File: config.mk
export PLATFORM = sky130hd
export DESIGN_NAME = spi_device
export DESIGN_NICKNAME = d
export VERILOG_FILES = /design/src/rtl/spi_device.sv
export SDC_FILE = /design/constraint.sdc
export NUM_CORES = 1
export LEC_CHECK = 0
export CORE_UTILIZATION = 55
export CTS_BUF_LIST = sky130_fd_sc_hd__clkbuf_4 sky130_fd_sc_hd__clkbuf_8
export DETAILED_ROUTE_END_ITERATION = 10
export PLACE_DENSITY = 0.91
export SETUP_SLACK_MARGIN = 0.5
export SLEW_MARGIN = 20
export SYNTH_ARGS = -nofsm -noshare
export SYNTH_HDL_FRONTEND = slang
export SYNTH_SLANG_ARGS = --single-unit
export TNS_END_PERCENT = 100
File: constraint.sdc
create_clock -name clk -period 1.9 [get_ports clk]
set_clock_uncertainty 0.05 [all_clocks]
set_input_delay 0.19 -clock clk [delete_from_list [all_inputs] [get_ports clk]]
set_output_delay 0.19 -clock clk [all_outputs]
set_load 0.05 [all_outputs]
File: src/rtl/spi_device.sv
// spi_device: SPI mode-0 target. The raw SCK/CS_n/MOSI pins are synchronized into
// the clk domain. The block shifts in received bytes MSB-first and shifts out a
// transmit byte on MISO from a single pending buffer.
// Ports:
//   clk, reset              system clock, synchronous active-high reset
//   spi_clk_in/cs_n_in/mosi_in   raw asynchronous SPI pins
//   spi_miso_out            registered MISO
//   spi_cs                  synchronized select (1 = idle)
//   spi_rx_data/rx_bit      receive shift register / index of last received bit
//   spi_rx_bit_strobe/rx_strobe/rx_cmd   per-bit, per-byte, first-byte pulses
//   spi_tx_data/tx_strobe   next transmit byte and its load strobe
//   tx_underrun             boundary reload of a stale (not refreshed) byte
module spi_device #(
   parameter int unsigned SYNC_STAGES = 2
) (
   input  logic       clk,
   input  logic       reset,
   input  logic       spi_clk_in,
   input  logic       spi_cs_n_in,
   input  logic       spi_mosi_in,
   output logic       spi_miso_out,
   output logic       spi_cs,
   output logic [7:0] spi_rx_data,
   output logic [2:0] spi_rx_bit,
   output logic       spi_rx_bit_strobe,
   output logic       spi_rx_strobe,
   output logic       spi_rx_cmd,
   input  logic [7:0] spi_tx_data,
   input  logic       spi_tx_strobe,
   output logic       tx_underrun
);

   localparam int unsigned BYTE_W = 8;
   localparam int unsigned CNT_W  = 3;

   // Synchronizers plus one history flop for the edge-detected inputs.
   logic [SYNC_STAGES-1:0] sck_sync_q, cs_sync_q, mosi_sync_q;
   logic                   sck_hist_q, cs_hist_q;

   always_ff @(posedge clk) begin
      if (reset) begin
         sck_sync_q  <= '0;
         cs_sync_q   <= '1;
         mosi_sync_q <= '0;
         sck_hist_q  <= 1'b0;
         cs_hist_q   <= 1'b1;
      end else begin
         sck_sync_q  <= {sck_sync_q[SYNC_STAGES-2:0], spi_clk_in};
         cs_sync_q   <= {cs_sync_q[SYNC_STAGES-2:0], spi_cs_n_in};
         mosi_sync_q <= {mosi_sync_q[SYNC_STAGES-2:0], spi_mosi_in};
         sck_hist_q  <= sck_sync_q[SYNC_STAGES-1];
         cs_hist_q   <= cs_sync_q[SYNC_STAGES-1];
      end
   end

   // Edge decode from the last synchronizer stage and the history flop.
   logic sck_rise_c, sck_fall_c, cs_assert_c, cs_deassert_c;
   assign sck_rise_c    =  sck_sync_q[SYNC_STAGES-1] & ~sck_hist_q;
   assign sck_fall_c    = ~sck_sync_q[SYNC_STAGES-1] &  sck_hist_q;
   assign cs_assert_c   = ~cs_sync_q[SYNC_STAGES-1]  &  cs_hist_q;
   assign cs_deassert_c =  cs_sync_q[SYNC_STAGES-1]  & ~cs_hist_q;

   // Registered events, with MOSI captured alongside its SCK rise.
   logic ev_rise_q, ev_fall_q, ev_assert_q, ev_deassert_q, ev_mosi_q;

   always_ff @(posedge clk) begin
      if (reset) begin
         ev_rise_q     <= 1'b0;
         ev_fall_q     <= 1'b0;
         ev_assert_q   <= 1'b0;
         ev_deassert_q <= 1'b0;
         ev_mosi_q     <= 1'b0;
      end else begin
         ev_rise_q     <= sck_rise_c;
         ev_fall_q     <= sck_fall_c;
         ev_assert_q   <= cs_assert_c;
         ev_deassert_q <= cs_deassert_c;
         ev_mosi_q     <= mosi_sync_q[SYNC_STAGES-1];
      end
   end

   // Transaction state.
   logic              cs_q, cs_d;
   logic              miso_q, miso_d;
   logic [BYTE_W-1:0] rx_data_q, rx_data_d;
   logic [CNT_W-1:0]  rx_bit_q, rx_bit_d;
   logic              bit_strb_q, bit_strb_d;
   logic              rx_strb_q, rx_strb_d;
   logic              rx_cmd_q, rx_cmd_d;
   logic              underrun_q, underrun_d;
   logic [BYTE_W-1:0] tx_buf_q, tx_buf_d;
   logic              fresh_q, fresh_d;
   logic [BYTE_W-1:0] tx_sr_q, tx_sr_d;
   logic [CNT_W-1:0]  bit_cnt_q, bit_cnt_d;
   logic              first_q, first_d;      // next completed byte is the command byte
   logic              byte_done_q, byte_done_d;  // 8th rise seen, next fall reloads
   logic              late_q, late_d;        // window for a late tx load
   logic [BYTE_W-1:0] load_byte_c;
   logic [CNT_W-1:0]  cnt_c;

   // Next-state logic for rx shifting, tx loading and select handling.
   always_comb begin
      cs_d        = cs_q;
      miso_d      = miso_q;
      rx_data_d   = rx_data_q;
      rx_bit_d    = rx_bit_q;
      bit_strb_d  = 1'b0;
      rx_strb_d   = 1'b0;
      rx_cmd_d    = 1'b0;
      underrun_d  = 1'b0;
      tx_buf_d    = tx_buf_q;
      fresh_d     = fresh_q;
      tx_sr_d     = tx_sr_q;
      bit_cnt_d   = bit_cnt_q;
      first_d     = first_q;
      byte_done_d = byte_done_q;
      late_d      = late_q;

      // A strobe coinciding with a load is consumed directly.
      load_byte_c = spi_tx_strobe ? spi_tx_data : tx_buf_q;
      cnt_c       = ev_assert_q ? CNT_W'(0) : bit_cnt_q;

      if (spi_tx_strobe) begin
         tx_buf_d = spi_tx_data;
         fresh_d  = 1'b1;
      end

      if (ev_deassert_q) begin
         cs_d        = 1'b1;
         miso_d      = 1'b1;
         bit_cnt_d   = '0;
         byte_done_d = 1'b0;
         late_d      = 1'b0;
      end else begin
         if (ev_assert_q) begin
            cs_d        = 1'b0;
            tx_sr_d     = load_byte_c;
            miso_d      = load_byte_c[BYTE_W-1];
            fresh_d     = 1'b0;
            bit_cnt_d   = '0;
            first_d     = 1'b1;
            byte_done_d = 1'b0;
            late_d      = 1'b0;
         end else if (!cs_q && ev_fall_q && byte_done_q) begin
            tx_sr_d     = load_byte_c;
            miso_d      = load_byte_c[BYTE_W-1];
            underrun_d  = ~fresh_q & ~spi_tx_strobe;
            fresh_d     = 1'b0;
            byte_done_d = 1'b0;
            late_d      = 1'b1;
         end else if (!cs_q && ev_fall_q && bit_cnt_q != '0) begin
            tx_sr_d = {tx_sr_q[BYTE_W-2:0], 1'b1};
            miso_d  = tx_sr_q[BYTE_W-2];
         end else if (spi_tx_strobe && late_q && !ev_rise_q) begin
            // Late byte replaces the stale one before it is shifted out.
            tx_sr_d = spi_tx_data;
            miso_d  = spi_tx_data[BYTE_W-1];
            fresh_d = 1'b0;
         end

         // Select assert wins over a same-cycle rise, so the rise still counts.
         if (ev_rise_q && (ev_assert_q || !cs_q)) begin
            rx_data_d  = {rx_data_q[BYTE_W-2:0], ev_mosi_q};
            rx_bit_d   = cnt_c;
            bit_strb_d = 1'b1;
            bit_cnt_d  = cnt_c + CNT_W'(1);
            late_d     = 1'b0;
            if (cnt_c == CNT_W'(7)) begin
               rx_strb_d   = 1'b1;
               rx_cmd_d    = first_q | ev_assert_q;
               first_d     = 1'b0;
               byte_done_d = 1'b1;
            end
         end
      end
   end

   always_ff @(posedge clk) begin
      if (reset) begin
         cs_q        <= 1'b1;
         miso_q      <= 1'b1;
         rx_data_q   <= '0;
         rx_bit_q    <= '0;
         bit_strb_q  <= 1'b0;
         rx_strb_q   <= 1'b0;
         rx_cmd_q    <= 1'b0;
         underrun_q  <= 1'b0;
         tx_buf_q    <= 8'hFF;
         fresh_q     <= 1'b0;
         tx_sr_q     <= 8'hFF;
         bit_cnt_q   <= '0;
         first_q     <= 1'b0;
         byte_done_q <= 1'b0;
         late_q      <= 1'b0;
      end else begin
         cs_q        <= cs_d;
         miso_q      <= miso_d;
         rx_data_q   <= rx_data_d;
         rx_bit_q    <= rx_bit_d;
         bit_strb_q  <= bit_strb_d;
         rx_strb_q   <= rx_strb_d;
         rx_cmd_q    <= rx_cmd_d;
         underrun_q  <= underrun_d;
         tx_buf_q    <= tx_buf_d;
         fresh_q     <= fresh_d;
         tx_sr_q     <= tx_sr_d;
         bit_cnt_q   <= bit_cnt_d;
         first_q     <= first_d;
         byte_done_q <= byte_done_d;
         late_q      <= late_d;
      end
   end

   assign spi_cs            = cs_q;
   assign spi_miso_out      = miso_q;
   assign spi_rx_data       = rx_data_q;
   assign spi_rx_bit        = rx_bit_q;
   assign spi_rx_bit_strobe = bit_strb_q;
   assign spi_rx_strobe     = rx_strb_q;
   assign spi_rx_cmd        = rx_cmd_q;
   assign tx_underrun       = underrun_q;

endmodule
==> summary.txt, run 1 <==
Setup path
  – Critical Path Fanout Max: 13
  – Critical Path Sink Type: flip-flop
  – R2r setup slk: 260 ps
  – Worst R2R End: tx_sr_q[0]$_SDFFE_PP1P_
  – Crit path kind: flip-flop to flip-flop
  – Nature of the critical path startpoint: flip-flop
  – WP data required: 2150 ps
  – Worst r2r src: bit_cnt_q[2]$_SDFF_PP0_
  – Worst R2R Path Depth: 5
  – Arr. time, crit path: around 1900 ps

Route
  – Via count: around 1600
  – First-pass DRT Iterations: 4
  – WL final: 4240 um
  – Post-route antenna net violation count: 0
  – WL per Instance: approximately 15 um
  – Residual DRC: 0
  – DR iter-0 viols: around 110
  – Via-to-Cell Ratio: approximately 5.6

Clocking
  – Hold Buf Count CTS: 0
  – CTS tree: yes
  – Clk_lat worst skew: about 380 ps
  – Clock-pin slew on the worst setup and hold paths: about 160 ps
  – CTS root buffer: clkbuf_4
  – CTS Buf Count: 5
  – Sink Count: 52
  – # H-tree levels: 2
  – CTS max path bufs: 2

Global routing
  – Total track usage: between 20 and 25%
  – Congestion Overflow GR: 0
  – Largest net degree at the start of global routing: 40
  – Initial antenna violation count: 0
  – First-pass GRT wire length: roughly 7000 um
  – Vias in the first global route: 1513

Place
  – Gpl congestion: ~0.8
  – Post-DP HPWL: about 2700 um
  – Port bufs: 30
  – Dpl cells: 273
  – Pre-CTS setup slack: 166 ps
  – Area after DPL: roughly 0.0024 mm^2

Final layout
  – Final core utilization: between 70 and 80%
  – Finished layout cell area: approximately 0.0025 mm^2
  – Ant. Diodes: 0
  – Non-Filler Instances: about 290
  – Share of layout cells above drive strength 1: roughly 23%
  – Post-layout nets: approximately 250
  – Synthesis-to-finish area growth: 23.3%

Synthesis
  – Synth Warn #: 0
  – Prevailing post-synth register cell: dfxtp_1
  – Mapped Area: between 0.002 and 0.0025 mm^2
  – Post-synth EDFFs: 0
  – Post-Synthesis Cells: between 200 and 250
  – Post-synth top cells: dfxtp_1 (52), nor2_1 (22), nor2b_1 (19), mux2i_1 (11), a211o_1 (10)
  – Simple-gate area share of the yosys netlist: approximately a fifth
  – Yosys cell types: 40
  – Synth area leaders: dfxtp_1 (52%), nor2b_1 (5.9%), mux2i_1 (5.5%)
  – Total nets after synthesis: around 220
  – Mux share of post-synthesis cell area: under 10%
  – Synth Area in XOR/XNOR: less than 1%
  – Register area share after synthesis: about half
  – Ys async rst share: 0%
  – Area leader, netlist: dfxtp_1
  – Complex-gate fraction of the synthesized area: 16.1%
  – Synth Register Bits: 52
  – Largest family of logic cells by synthesized area: simple AND/OR/NAND/NOR gates
  – Most numerous cell in the Yosys netlist: dfxtp_1
  – Synth top area share: 51.8%
  – Adder and majority cell fraction of the synthesized area: between 1 and 1.5%
  – Synthesized area per cell: ~9.9 um^2

STA
  – F_max: slightly above 600 MHz
  – Fin crit share: 86.1%
  – Rel. slew slack: between 60% and 70%
  – Min Clock Period, post-route: ~1600 ps
  – Final Hold Viols: 0
  – Setup ws final: roughly 260 ps
  – Final setup fails: 0
  – Post-route setup TNS: 0 ps
  – RSZ-0062 raised after global routing: yes
  – Max-slew violation count: 0
  – Hold slack final: 299 ps
  – Worst-Margin Slew: roughly 460 ps

Floorplanning
  – Core area: between 0.003 and 0.004 mm^2
  – Die X: 62.4 um
  – Overall die height: roughly 62 um
  – Initial Util: between 50 and 60%
  – Io pins: 31
  – Die Footprint: ~0.0039 mm^2
  – Row cnt: 21

Min path
  – Worst Hold Class: input pin to flip-flop
  – Endpoint, Worst Hold: mosi_sync_q[0]$_SDFF_PP0_
  – Hold Path Depth: 2
  – Hold Startpoint: spi_mosi_in

Power and ir drop
  – Leak: 1.08 nW
  – Power per cell area: 725 mW/mm^2
  – Pwr Total: ~1.8 mW
  – Maximum vdd drop: between 0.5 and 0.6 mV

Status
  – Outcome: completed

Job
  – MaxCap Viol Count: 0
worst max-delay path by stage:
stage	start	endpoint	slack [ps]	cells after the start
4_1_cts	bit_cnt_q[2]$_SDFF_PP0_	tx_sr_q[0]$_SDFFE_PP1P_	280	5
3_3_place_gp	spi_tx_strobe	tx_sr_q[6]$_SDFFE_PP1P_	250	5
3_5_place_dp	spi_tx_strobe	tx_sr_q[6]$_SDFFE_PP1P_	170	5
6_report	bit_cnt_q[2]$_SDFF_PP0_	tx_sr_q[0]$_SDFFE_PP1P_	260	5
2_1_floorplan	bit_cnt_q[2]$_SDFF_PP0_	tx_sr_q[6]$_SDFFE_PP1P_	370	5
5_1_grt	bit_cnt_q[2]$_SDFF_PP0_	tx_sr_q[6]$_SDFFE_PP1P_	220	5
worst max-delay path, cell delays in order (launching register included):
cell,delay [ps]
dfxtp_2,360
or4_4,550
a311oi_4,220
buf_6,190
nand2_1,80
o211ai_1,100
registers in the layout, summed over array words and instances (netlist names), 2 cells and up:
signal / count
sck_sync_q: 2
spi_rx_data: 8
tx_sr_q: 7
mosi_sync_q: 2
cs_sync_q: 2
spi_rx_bit: 3
tx_buf_q: 8
bit_cnt_q: 3
final cells by class:
type                            instances  area (um^2)
Inverter                                5         18.8
Sequential cell                        52         1050
Multi-Input combinational cell        134          945
Fill cell                             236          940
Clock inverter                          3         25.0
Tap cell                               46         57.6
Timing Repair Buffer                   40          342
Clock buffer                            5         37.5
logic make-up (layout without fill, tap and decap cells):
kind of cell | Yosys count | after routing
muxes | 11 | 11
buffers and inverters | 17 | 53
DFF | 52 | 52
AOI/OAI and AO/OA | 43 | 43
adders and majority gates | 2 | 2
xor gates and xnor gates | 1 | 1
and+or+nand+nor | 77 | 77
report_power, final:
part	internal (mW)	switching, mW
Clock	0.154	0.367
Combinational	0.0701	0.0665
Sequential	1.12	0.0182
Total	1.34	0.452
layer usage:
metal / track usage (%) / share of wire (%) / wire (um)
met1: 28.7 / 46 / 1940
met3: 6.57 / 5.4 / 228
met5: 0 / 0 / 0
met2: 37.4 / 47 / 2010
met4: 10.5 / 1.4 / 60
timing repair:
action                                 in CTS  in global routing
setup endpoints to repair                  43                 33
pin swaps                                   0                  1
gates cloned                                0                  1
buffers inserted                            2                  1
gates resized for setup                    63                 24
endpoints found under the hold margin       0                  0
cell usage in the layout (no fill, tap or decap), types with 3 or more instances in the layout:
cell	Yosys	final
inv_1	4	4
a211o_1	10	10
clkbuf_4	0	6
clkdlybuf4s50_1	0	13
or2_1	4	4
o31ai_1	6	6
buf_4	0	7
clkdlybuf4s15_2	0	7
dfxtp_1	52	48
nor3_1	9	8
mux2i_1	11	11
nor2b_1	19	18
buf_2	3	9
nand2_1	6	5
nor2_1	22	22
a21oi_1	9	9
o22ai_1	6	6
nand3_1	4	3
(Power assumes the default switching activity.)
==> inputs of run 2 (changes only) <==
- SKIP_CTS_REPAIR_TIMING: not set -> 1
==> run 2 against run 1 <==
Critical path depth unchanged. First-iteration DRC count up 52%. Via count up 5.3%. Largest cell class unchanged. Critical path type unchanged. Global-route usage down 1.3 points. Final cell count up 2.1%. Clock-buffer cell count unchanged. Critical endpoint is now tx_sr_q[6]$_SDFFE_PP1P_.
==> summary.txt, run 2 (synthesis results as in run 1) <==
Setup path
  – Critical Path Sink Type: flip-flop
  – Worst R2R End: tx_sr_q[6]$_SDFFE_PP1P_
  – WP data required: 2140 ps
  – Crit path kind: flip-flop to flip-flop
  – Cells along the critical path: or4_4, a311oi_4, buf_6, a21oi_1, o31ai_1
  – R2r setup slk: between 150 and 200 ps
  – Worst r2r src: bit_cnt_q[2]$_SDFF_PP0_
  – Critical Path Fanout Max: 7
  – Arr. time, crit path: ~2000 ps
  – Nature of the critical path startpoint: flip-flop
  – Critical Path Max Stage Delay: 560 ps
  – Worst R2R Path Depth: 5
  – Max stage delay cell, worst path: or4_4

Final layout
  – Synthesis-to-finish area growth: 25.2%
  – Finished layout cell area: about 0.0025 mm^2
  – Commonest non-fill, non-tap cell in the layout: dfxtp_1
  – Non-Filler Instances: approximately 290
  – Post-layout nets: 260
  – Ant. Diodes: 0
  – Most frequent cells in the layout: dfxtp_1 (49), nor2_1 (22), nor2b_1 (17)
  – Share of layout cells above drive strength 1: 26.1%

STA
  – Hold slack final: between 200 and 300 ps
  – Rel. slew slack: approximately three fifths
  – Fin crit share: between 90% and 100%
  – Final setup fails: 0
  – Post-route setup TNS: 0 ps
  – RSZ-0062 raised after global routing: yes
  – F_max: just under 600 MHz
  – Worst-Margin Slew: 585 ps
  – Final Hold Viols: 0
  – Setup ws final: between 150 and 200 ps
  – Max-slew violation count: 0
  – Min Clock Period, post-route: 1710 ps

Global routing
  – Largest net degree at the start of global routing: 40
  – Initial antenna violation count: 0
  – Congestion Overflow GR: 0
  – Vias in the first global route: ~1500
  – First-pass GRT wire length: ~6600 um
  – Total track usage: 21.9%

Power and ir drop
  – Power per cell area: 718 mW/mm^2
  – Switching power: 0.460 mW
  – P_int: about 1.3 mW
  – Switching Share: between 20% and 30%
  – Maximum vdd drop: roughly 0.53 mV
  – Reg power frac: around 63%
  – Combinational Power Share: ~8%
  – Clk pwr share: between 20% and 30%
  – Leak: around 1.1 nW

Clocking
  – Clock-pin slew on the worst setup and hold paths: ~160 ps
  – Clk_lat worst skew: roughly 380 ps
  – CTS Buf Count: 5
  – CTS tree: yes
  – # H-tree levels: 2
  – CTS max path bufs: 2
  – CTS root buffer: clkbuf_4
  – Sink Count: 52

Min path
  – Worst Hold Class: input pin to flip-flop
  – Hold Path Depth: 2
  – Endpoint, Worst Hold: mosi_sync_q[0]$_SDFF_PP0_
  – Hold Startpoint: spi_mosi_in

Status
  – Outcome: completed

Route
  – DR iter-0 viols: about 160
  – WL final: between 4000 and 5000 um
  – First-pass DRT Iterations: 4
  – WL per Instance: roughly 16 um
  – Via-to-Cell Ratio: 5.74
  – Via count: around 1700
  – Residual DRC: 0
  – Post-route antenna net violation count: 0

Floorplanning
  – Die X: 62.4 um
  – Overall die height: ~62 um
  – Row cnt: 21
  – Core area: roughly 0.0034 mm^2
  – Die Footprint: 0.00390 mm^2
  – Io pins: 31
  – Initial Util: just under 60%

Job
  – MaxCap Viol Count: 0

Place
  – Pre-CTS setup slack: 166 ps
  – Port bufs: 30
  – Dpl cells: 273
  – Gpl congestion: around 0.8
  – Area after DPL: between 0.002 and 0.0025 mm^2
  – Post-DP HPWL: around 2700 um
[run 2: worst max-delay path, delay by kind of cell, from the launching register on]
family,cells,cell delay (ps)
buf+inv,1,190
compound gates,3,460
flops,1,360
simple gates,1,560
[run 2: layout make-up]
| cell class | instances | area (um^2) |
|---|---|---|
| repair buffers | 46 | 358 |
| well taps | 46 | 57.6 |
| multi-input cells | 134 | 968 |
| clock inverters | 3 | 25.0 |
| clock buffers | 5 | 37.5 |
| inverters | 5 | 18.8 |
| fillers | 238 | 901 |
| flip-flops and latches | 52 | 1050 |
[run 2: worst max path at each step]
stage | endpoint | startpoint
5_1_grt | tx_sr_q[6]$_SDFFE_PP1P_ | bit_cnt_q[2]$_SDFF_PP0_
2_1_floorplan | tx_sr_q[6]$_SDFFE_PP1P_ | bit_cnt_q[2]$_SDFF_PP0_
3_3_place_gp | tx_sr_q[6]$_SDFFE_PP1P_ | spi_tx_strobe
3_5_place_dp | tx_sr_q[6]$_SDFFE_PP1P_ | spi_tx_strobe
6_report | tx_sr_q[6]$_SDFFE_PP1P_ | bit_cnt_q[2]$_SDFF_PP0_
4_1_cts | spi_rx_data[0] | spi_rx_data[0]$_SDFFE_PP0P_
[run 2: power by group through the flow]
stage	clock network, mW	registers (mW)	logic [mW]
floorplan	0	1.16	0.0755
global placement	0	1.16	0.126
detailed placement	0	1.16	0.130
CTS	0.528	1.14	0.131
global route	0.581	1.14	0.154
finish	0.524	1.14	0.143
[run 2: metrics by stage]
| step | util [%] | power, mW |
|---|---|---|
| after floorplan | - | 1.24 |
| after global placement | 69.4 | 1.29 |
| after detailed placement | 69.4 | 1.29 |
| after CTS | 71.2 | 1.80 |
| after global routing | 73.6 | 1.88 |
| final | 73.6 | 1.81 |
[run 2: per-layer routing]
| metal | routed length [um] | vias up | track usage, % |
|---|---|---|---|
| li1 | - | 805 | - |
| met5 | 0 | - | 0 |
| met1 | 1950 | 780 | 27.5 |
| met2 | 2320 | 72 | 34.5 |
| met3 | 350 | 14 | 6.39 |
| met4 | 140 | 0 | 10.2 |
==> inputs of run 3 (changes only) <==
- CORE_UTILIZATION: 55 -> 52
- CTS_BUF_LIST: sky130_fd_sc_hd__clkbuf_4 sky130_fd_sc_hd__clkbuf_8 -> not set
- PLACE_DENSITY: 0.91 -> 0.87
==> run 3 against run 2 <==
Register-to-register slack better by 110 ps. Sequential share of layout area decreased by 0.69 points. Power rose by 7.2%. Combinational power fell by 4%. Largest cell class unchanged. Highest routed layer unchanged. Die area up 5.6%.
==> summary.txt, run 3 (synthesis results as in run 1) <==
Status
  – Outcome: completed

Clocking
  – Clock-pin slew on the worst setup and hold paths: approximately 100 ps
  – CTS max path bufs: 2
  – Clk_lat worst skew: between 300 and 400 ps
  – # H-tree levels: 2
  – CTS root buffer: clkbuf_8
  – CTS Buf Count: 5
  – Sink Count: 52
  – CTS tree: yes

Final layout
  – Share of layout cells above drive strength 1: 16.2%
  – Ant. Diodes: 0
  – # fillers: around 290
  – Synthesis-to-finish area growth: 27.4%
  – Most frequent cells in the layout: dfxtp_1 (49), nor2_1 (22), nor2b_1 (19)
  – Post-layout nets: about 260
  – Commonest non-fill, non-tap cell in the layout: dfxtp_1

Floorplanning
  – Die X: ~64 um
  – Io pins: 31
  – Row cnt: 22
  – Initial Util: approximately 54%
  – Core area: 0.00369 mm^2
  – Overall die height: between 60 and 70 um
  – Die Footprint: 0.00411 mm^2

Place
  – Pre-CTS setup slack: ~250 ps
  – Gpl congestion: roughly 0.84
  – Post-DP HPWL: 2620 um
  – Port bufs: 30

Job
  – MaxCap Viol Count: 0

Setup path
  – Critical path depth: 4
  – CP Buf/Inv Count: 0
  – Crit path kind: flip-flop to flip-flop
  – Crit-path leading delay family: compound AO/OA/AOI/OAI gates
  – Max stage delay cell, worst path: or4_4
  – Nature of the critical path startpoint: flip-flop
  – Arr. time, crit path: ~1800 ps
  – Cells along the critical path: or4_4, a211o_1, o21a_1, o21ai_1
  – Critical Path Max Stage Delay: ~560 ps
  – Worst R2R Path Depth: 4
  – Critical Path Sink Type: flip-flop
  – Critical Path Fanout Max: 3
  – WP data required: approximately 2100 ps

Global routing
  – First-pass GRT wire length: 6600 um
  – Largest net degree at the start of global routing: 38
  – GRT met2 Usage: about a third
  – Grt peak-use layer: met2
  – Congestion Overflow GR: 0
  – M3 GR Usage: around 6.4%
  – Vias in the first global route: approximately 1400
  – Total track usage: 20.9%
  – Initial antenna violation count: 0
  – Grt met1 use: 27.0%

STA
  – Post-route setup TNS: 0 ps
  – Min Clock Period, post-route: around 1600 ps
  – Hold slack final: roughly 370 ps
  – Max-slew violation count: 0
  – Setup ws final: approximately 300 ps
  – Final Hold Viols: 0
  – Final setup fails: 0
  – F_max: around 620 MHz
  – Fin crit share: a little over four fifths
  – Worst-Margin Slew: 530 ps
  – RSZ-0062 raised after global routing: yes
  – Rel. slew slack: 64.6%

Route
  – WL final: between 4000 and 5000 um
  – Post-route antenna net violation count: 0
  – Residual DRC: 0
  – Via-to-Cell Ratio: 5.47
  – WL per Instance: approximately 14 um
  – First-pass DRT Iterations: 4
  – Via count: around 1600
  – DR iter-0 viols: between 100 and 150

Power and ir drop
  – Maximum vdd drop: 0.565 mV
  – Leak: ~1.3 nW
  – Power per cell area: about 760 mW/mm^2

Min path
  – Worst Hold Class: input pin to flip-flop
  – Hold Path Depth: 2
==> run 3: layer usage <==
metal	vias to the layer above	wire, um
met5	-	0
met1	750	1890
met2	37	1990
li1	789	-
met3	6	226
met4	0	55
==> run 3: final cells by class <==
cell class / count / area, um^2 / share of cell area [%]
clock inverter: 3 / 23.8 / 0.930
multi-input combinational: 134 / 918 / 35.9
tap: 48 / 60.1 / 2.35
inverter: 5 / 18.8 / 0.734
timing repair buffer: 42 / 418 / 16.3
sequential: 52 / 1050 / 41.0
clock buffer: 5 / 68.8 / 2.69
==> run 3: final timing paths <==
kind	from	endpoint	slack, ps
worst max-delay path	bit_cnt_q[2]$_SDFF_PP0_	spi_miso_out$_SDFFE_PP1P_	300
worst min-delay path	spi_cs_n_in	cs_sync_q[0]$_SDFF_PP1_	370
worst max register to register	bit_cnt_q[2]$_SDFF_PP0_	spi_miso_out$_SDFFE_PP1P_	300
worst min register to register	cs_sync_q[0]$_SDFF_PP1_	cs_sync_q[1]$_SDFF_PP1_	370
==> run 3: power by group <==
group | switching (mW) | internal (mW)
logic | 0.0663 | 0.0704
registers | 0.0163 | 1.12
clock network | 0.396 | 0.270
==> run 3: through the flow <==
stage / std cells / cell area (um^2) / util [%] / total power [mW]
after floorplan: 203 / 2030 / - / 1.24
after global placement: 278 / 2390 / 64.9 / 1.29
after detailed placement: 278 / 2390 / 64.9 / 1.29
after CTS: 286 / 2490 / 67.4 / 1.94
after global routing: 289 / 2560 / 69.3 / 2.01
final: 289 / 2560 / 69.3 / 1.94
